===== src/rtl/alu_op_sequencer.sv =====
// alu_op_sequencer: one-in-flight sequencer for the reversible ALU datapath.
// Ports: req_* handshake in, alu_* operands/results, en_* gating, rsp_* out.
module alu_op_sequencer #(
  parameter int ADD_CYCLES = 1,
  parameter int MUL_CYCLES = 4,
  parameter int DIV_CYCLES = 8,
  parameter int ERRCNT_W   = 16
) (
  input  logic                clk,
  input  logic                rst_n,
  input  logic                req_valid,
  output logic                req_ready,
  input  logic [31:0]         req_a,
  input  logic [31:0]         req_b,
  input  logic [3:0]          req_opcode,
  output logic [31:0]         alu_a,
  output logic [31:0]         alu_b,
  output logic [3:0]          alu_opcode,
  input  logic [31:0]         alu_result,
  input  logic [31:0]         alu_crc,
  output logic                en_addsub,
  output logic                en_mul,
  output logic                en_div,
  output logic                en_crc,
  output logic                rsp_valid,
  input  logic                rsp_ready,
  output logic [31:0]         rsp_result,
  output logic [31:0]         rsp_crc,
  output logic                rsp_err,
  output logic                rsp_illegal,
  output logic                rsp_dbz,
  output logic                busy,
  output logic [ERRCNT_W-1:0] err_count
);

  typedef enum logic [1:0] {
    IDLE,
    EXEC,
    CHECK,
    RESP
  } state_t;

  localparam logic [3:0] OP_IDLE = 4'b1111;
  localparam logic [3:0] OP_MUL  = 4'b0010;
  localparam logic [3:0] OP_DIV  = 4'b0011;

  state_t     state;
  state_t     state_nx;
  logic [7:0] cnt;
  logic [7:0] lat;
  logic       accept;
  logic       op_legal;
  logic       op_dbz;
  logic       op_direct;
  logic       crc_bad;

  // Request decode
  assign accept    = req_valid && req_ready;
  assign op_legal  = (req_opcode[3:2] == 2'b00);
  assign op_dbz    = (req_opcode == OP_DIV) &&
                     (req_b == 32'd0);
  assign op_direct = !op_legal || op_dbz;
  assign crc_bad   = (alu_crc != rsp_crc);

  // Counter preload is latency-1 so the
  // last EXEC cycle sees cnt==0.
  always_comb begin
    lat = 8'(ADD_CYCLES - 1);
    unique case (1'b1)
      req_opcode == OP_MUL:
        lat = 8'(MUL_CYCLES - 1);
      req_opcode == OP_DIV:
        lat = 8'(DIV_CYCLES - 1);
      default: ;
    endcase
  end

  // State register
  always_ff @(posedge clk or negedge rst_n) begin
    if (!rst_n) state <= IDLE;
    else        state <= state_nx;
  end

  // Next-state logic
  always_comb begin
    state_nx = state;
    unique case (state)
      IDLE: begin
        if (accept)
          state_nx = op_direct ? RESP : EXEC;
      end
      EXEC: begin
        if (cnt == 8'd0) state_nx = CHECK;
      end
      CHECK: state_nx = RESP;
      RESP: begin
        if (rsp_ready) state_nx = IDLE;
      end
      default: state_nx = IDLE;
    endcase
  end

  // State-decoded outputs
  always_comb begin
    req_ready = (state == IDLE);
    busy      = (state != IDLE);
    rsp_valid = (state == RESP);
  end

  // Datapath, enables and response registers
  always_ff @(posedge clk or negedge rst_n) begin
    if (!rst_n) begin
      alu_a       <= '0;
      alu_b       <= '0;
      alu_opcode  <= OP_IDLE;
      cnt         <= '0;
      en_addsub   <= 1'b0;
      en_mul      <= 1'b0;
      en_div      <= 1'b0;
      en_crc      <= 1'b0;
      rsp_result  <= '0;
      rsp_crc     <= '0;
      rsp_err     <= 1'b0;
      rsp_illegal <= 1'b0;
      rsp_dbz     <= 1'b0;
      err_count   <= '0;
    end else begin
      unique case (state)
        IDLE: begin
          if (accept) begin
            alu_a <= req_a;
            alu_b <= req_b;
            cnt   <= lat;
            if (!op_legal) begin
              alu_opcode  <= OP_IDLE;
              rsp_illegal <= 1'b1;
              rsp_result  <= '0;
              rsp_crc     <= '0;
              rsp_err     <= 1'b0;
            end else if (op_dbz) begin
              alu_opcode <= OP_IDLE;
              rsp_dbz    <= 1'b1;
              rsp_result <= '1;
              rsp_crc    <= '0;
              rsp_err    <= 1'b0;
            end else begin
              alu_opcode <= req_opcode;
              en_addsub  <=
                (req_opcode[3:1] == 3'b000);
              en_mul <= (req_opcode == OP_MUL);
              en_div <= (req_opcode == OP_DIV);
            end
          end
        end
        EXEC: begin
          if (cnt == 8'd0) begin
            rsp_result <= alu_result;
            rsp_crc    <= alu_crc;
            en_crc     <= 1'b1;
          end else begin
            cnt <= cnt - 8'd1;
          end
        end
        CHECK: begin
          // Re-sample against the captured
          // CRC to catch a transient flip.
          rsp_err   <= crc_bad;
          en_addsub <= 1'b0;
          en_mul    <= 1'b0;
          en_div    <= 1'b0;
          en_crc    <= 1'b0;
          if (crc_bad && (err_count != '1))
            err_count <= err_count +
                         ERRCNT_W'(1);
        end
        RESP: begin
          if (rsp_ready) begin
            rsp_err     <= 1'b0;
            rsp_illegal <= 1'b0;
            rsp_dbz     <= 1'b0;
            alu_opcode  <= OP_IDLE;
          end
        end
        default: ;
      endcase
    end
  end

endmodule


===== config.mk =====
export PLATFORM = sky130hd
export DESIGN_NAME = alu_op_sequencer
export DESIGN_NICKNAME = d
export VERILOG_FILES = /design/src/rtl/alu_op_sequencer.sv
export SDC_FILE = /design/constraint.sdc
export NUM_CORES = 1
export LEC_CHECK = 0
export CORE_MARGIN = 4
export CORE_UTILIZATION = 47
export CTS_CLUSTER_SIZE = 25
export DETAILED_ROUTE_END_ITERATION = 7
export PLACE_DENSITY = 0.89
export SLEW_MARGIN = 40
export SYNTH_ARGS = -nofsm -noshare
export SYNTH_HDL_FRONTEND = slang
export SYNTH_SLANG_ARGS = --single-unit

===== constraint.sdc =====
create_clock -name clk -period 5.59 [get_ports clk]
set_clock_uncertainty 0.05 [all_clocks]
set_input_delay 0.8385 -clock clk [delete_from_list [all_inputs] [get_ports clk]]
set_output_delay 0.8385 -clock clk [all_outputs]
set_load 0.005 [all_outputs]

==> impl_metrics.env <==
export IMPL_finalCritPeriodShare_pct=63.4
export IMPL_post_cts_setup_buffers=0
export IMPL_grt_overflow_total=0
export IMPL_drive_gt1_share_pct=12.8
export IMPL_avgSynthCellArea_um2=12.0
export IMPL_setup_tns_ns=0
export IMPL_fp_dieH_um=131
export IMPL_synth_top_flop_cell="dfrtp_1"
export IMPL_worstSetupStartpointType="primary input"
export IMPL_comb_power_share_pct=44.0
export IMPL_status="finished clean"
export IMPL_holdWs_ns=0.349
export IMPL_wl_per_cell_um=18.1
export IMPL_cts_made_buffers=17
export IMPL_p_per_area_mw_per_mm2=515
export IMPL_dp_slack_ns=1.64
export IMPL_gp_congestion=0.798
export IMPL_ys_types=40
export IMPL_grt_max_degree=67
export IMPL_hold_buffers=0
export IMPL_synth_edf_count=0
export IMPL_finalSetupViolCount=0
export IMPL_max_freq_ghz=0.282
export IMPL_synth_fp_nets=737
export IMPL_ys_warn_count=0
export IMPL_synth_seq_cells=165
export IMPL_cts_tree="done"
export IMPL_rows=44
export IMPL_p_clk_share_pct=20.2
export IMPL_die_area_mm2=0.0171
export IMPL_cp_required_ns=5.84
export IMPL_first_global_vias=5725
export IMPL_dp_hpwl_um=14300
export IMPL_p_seq_share_pct=35.8
export IMPL_arrival_ns=3.79
export IMPL_antenna_found_initial=0
export IMPL_cap_violations=0
export IMPL_cp_max_fo=32
export IMPL_avgViaCountPerCell=5.29
export IMPL_hold_path_class="primary input to asynchronous set/reset pin"
export IMPL_grt_pass1_wl_um=29500
export IMPL_setup_ws_ns=2.05
export IMPL_worst_skew_pair_late_latency_ns=0.41
export IMPL_p_int_mw=3.79
export IMPL_clock_path_buffers=2
export IMPL_port_buffers=293
export IMPL_p_sw_mw=1.77
export IMPL_area_growth_synth_to_final_pct=51.9
export IMPL_ir_worst_vdd_v=0.000278
export IMPL_drtPass1Iterations=4
export IMPL_cts_resized=0
export IMPL_relSlewSlack_pct=45.7
export IMPL_dr_first_iter_drc_count=255
export IMPL_crit_type="primary input to flip-flop"
export IMPL_num_io_pins=294
export IMPL_worst_pin_slew_ns=0.814
export IMPL_wl_um=19500
export IMPL_clk_pin_slew_ns=0.06
export IMPL_total_power_mw=5.56
export IMPL_hold_viol=0
export IMPL_root_buffer="clkbuf_16"
export IMPL_route_detailed_drc=0
export IMPL_start_util_pct=48.5
export IMPL_final_net_count=1026
export IMPL_cts_sinks=165
export IMPL_core_area_mm2=0.0146
export IMPL_p_sw_share_pct=31.9
export IMPL_ant_nets=0
export IMPL_rsz0062_at_grt="false"
export IMPL_vias=5713
export IMPL_die_w_um=131
export IMPL_utilization_pct=73.7
export IMPL_end_kind="flip-flop"
export IMPL_diodes=0
export IMPL_track_usage_pct=22.2
export IMPL_total_leakage_power_nw=4.45
export IMPL_syn_inst=594
export IMPL_synthesis_area_mm2=0.00711
export IMPL_yosysSeqAreaShare_pct=58.2
export IMPL_synth_async_reset_ratio_pct=100
export IMPL_maxSlewViolCount=0
export IMPL_fin_crit_ns=3.54
export IMPL_htree_levels=4
critical path, cell delays in order:
cell,delay (ns)
clkdlybuf4s50_1,0.44
nor4_1,0.35
nand4_1,0.18
or3_1,0.49
and3_1,0.33
or3_2,0.81
a22o_1,0.34
cell type report:
class	count	area, um^2
Sequential cell	165	4130
Fill cell	993	3850
Timing Repair Buffer	301	3010
Multi-Input combinational cell	387	2810
Clock buffer	23	468
Tap cell	184	230
Clock inverter	8	101
Inverter	11	41.3
cells in the mapped netlist (3+ instances only):
cell      instances  area share (%)
a21oi_1          74             5.2
a22o_1           32             3.9
and3_1            7            0.62
and4_1            3            0.37
buf_6             4            0.63
clkbuf_1         25             1.3
dfrtp_1         161              57
dfstp_2           4             1.5
ha_1              7             1.2
inv_1            11            0.58
mux2_2           66              10
mux2i_1           4            0.56
nand2_1          23             1.2
nand3_1          11            0.77
nand4_1          14             1.2
nor2_1           43             2.3
nor3_1            5            0.35
nor4_1           12             1.1
o21ai_0          11            0.77
or3_1             3            0.26
xnor2_1          48             5.9
xor2_1            3            0.37
registers in the layout, summed over array words and instances (netlist names):
name	cells
rsp_crc	32
en_addsub	1
rsp_dbz	1
en_crc	1
alu_opcode	4
state	2
en_div	1
alu_a	32
rsp_result	32
cnt	8
en_mul	1
rsp_err	1
err_count	16
rsp_illegal	1
alu_b	32
cell families (layout without fill, tap and decap cells):
kind of cell | count (synthesis) | after routing | share of synthesized area [%]
flops | 165 | 165 | 58.2
compound gates | 129 | 129 | 11.4
simple gates | 130 | 130 | 9.21
buf+inv | 42 | 343 | 2.68
fa+ha+maj | 7 | 7 | 1.23
mux | 70 | 70 | 11.0
xor+xnor | 51 | 51 | 6.29
per-stage QoR:
stage,instance area (um^2),std cells
finish,10800,1079
global route,10800,1079
CTS,10800,1078
detailed placement,10200,1047
global placement,10200,1047
floorplan,7110,594
layout by cell type (no fill, tap or decap), types with 12 or more instances in the layout:
cell             instances
clkdlybuf4s50_1        292
dfrtp_1                161
a21oi_1                 73
mux2_2                  66
xnor2_1                 48
nor2_1                  43
a22o_1                  32
nand2_1                 22
clkbuf_16               17
nand4_1                 14
nor4_1                  12
worst paths after layout:
check	startpoint	end	slack (ns)	cells past startpoint
max	req_b[19]	rsp_crc[20]$_DFFE_PN0P_	2.05	7
min	rst_n	err_count[3]$_DFFE_PN0P_	0.35	1
max reg2reg	state[0]$_DFFE_PN0P_	rsp_crc[20]$_DFFE_PN0P_	2.74	6
min reg2reg	err_count[8]$_DFFE_PN0P_	err_count[8]$_DFFE_PN0P_	0.45	1
max in group asynchronous	rst_n	rsp_result[25]$_DFFE_PN0P_	4.04	2
min in group clk	err_count[8]$_DFFE_PN0P_	err_count[8]$_DFFE_PN0P_	0.45	1
per-layer routing:
| metal | vias to the layer above | GRT usage (%) | wire, um |
|---|---|---|---|
| li1 | 2705 | - | - |
| met1 | 2768 | 26.5 | 7740 |
| met2 | 212 | 37.1 | 9700 |
| met3 | 28 | 8.01 | 1650 |
| met4 | 0 | 8.11 | 424 |
| met5 | - | 0 | 0 |
power groups by stage:
stage / clock network (mW) / logic [mW] / registers, mW
finish: 1.12 / 2.44 / 1.99
global route: 1.21 / 2.66 / 2.05
CTS: 1.15 / 2.47 / 1.99
detailed placement: 0 / 2.45 / 2.00
global placement: 0 / 2.40 / 1.98
floorplan: 0 / 1.10 / 2.01
(Power assumes the default switching activity.)
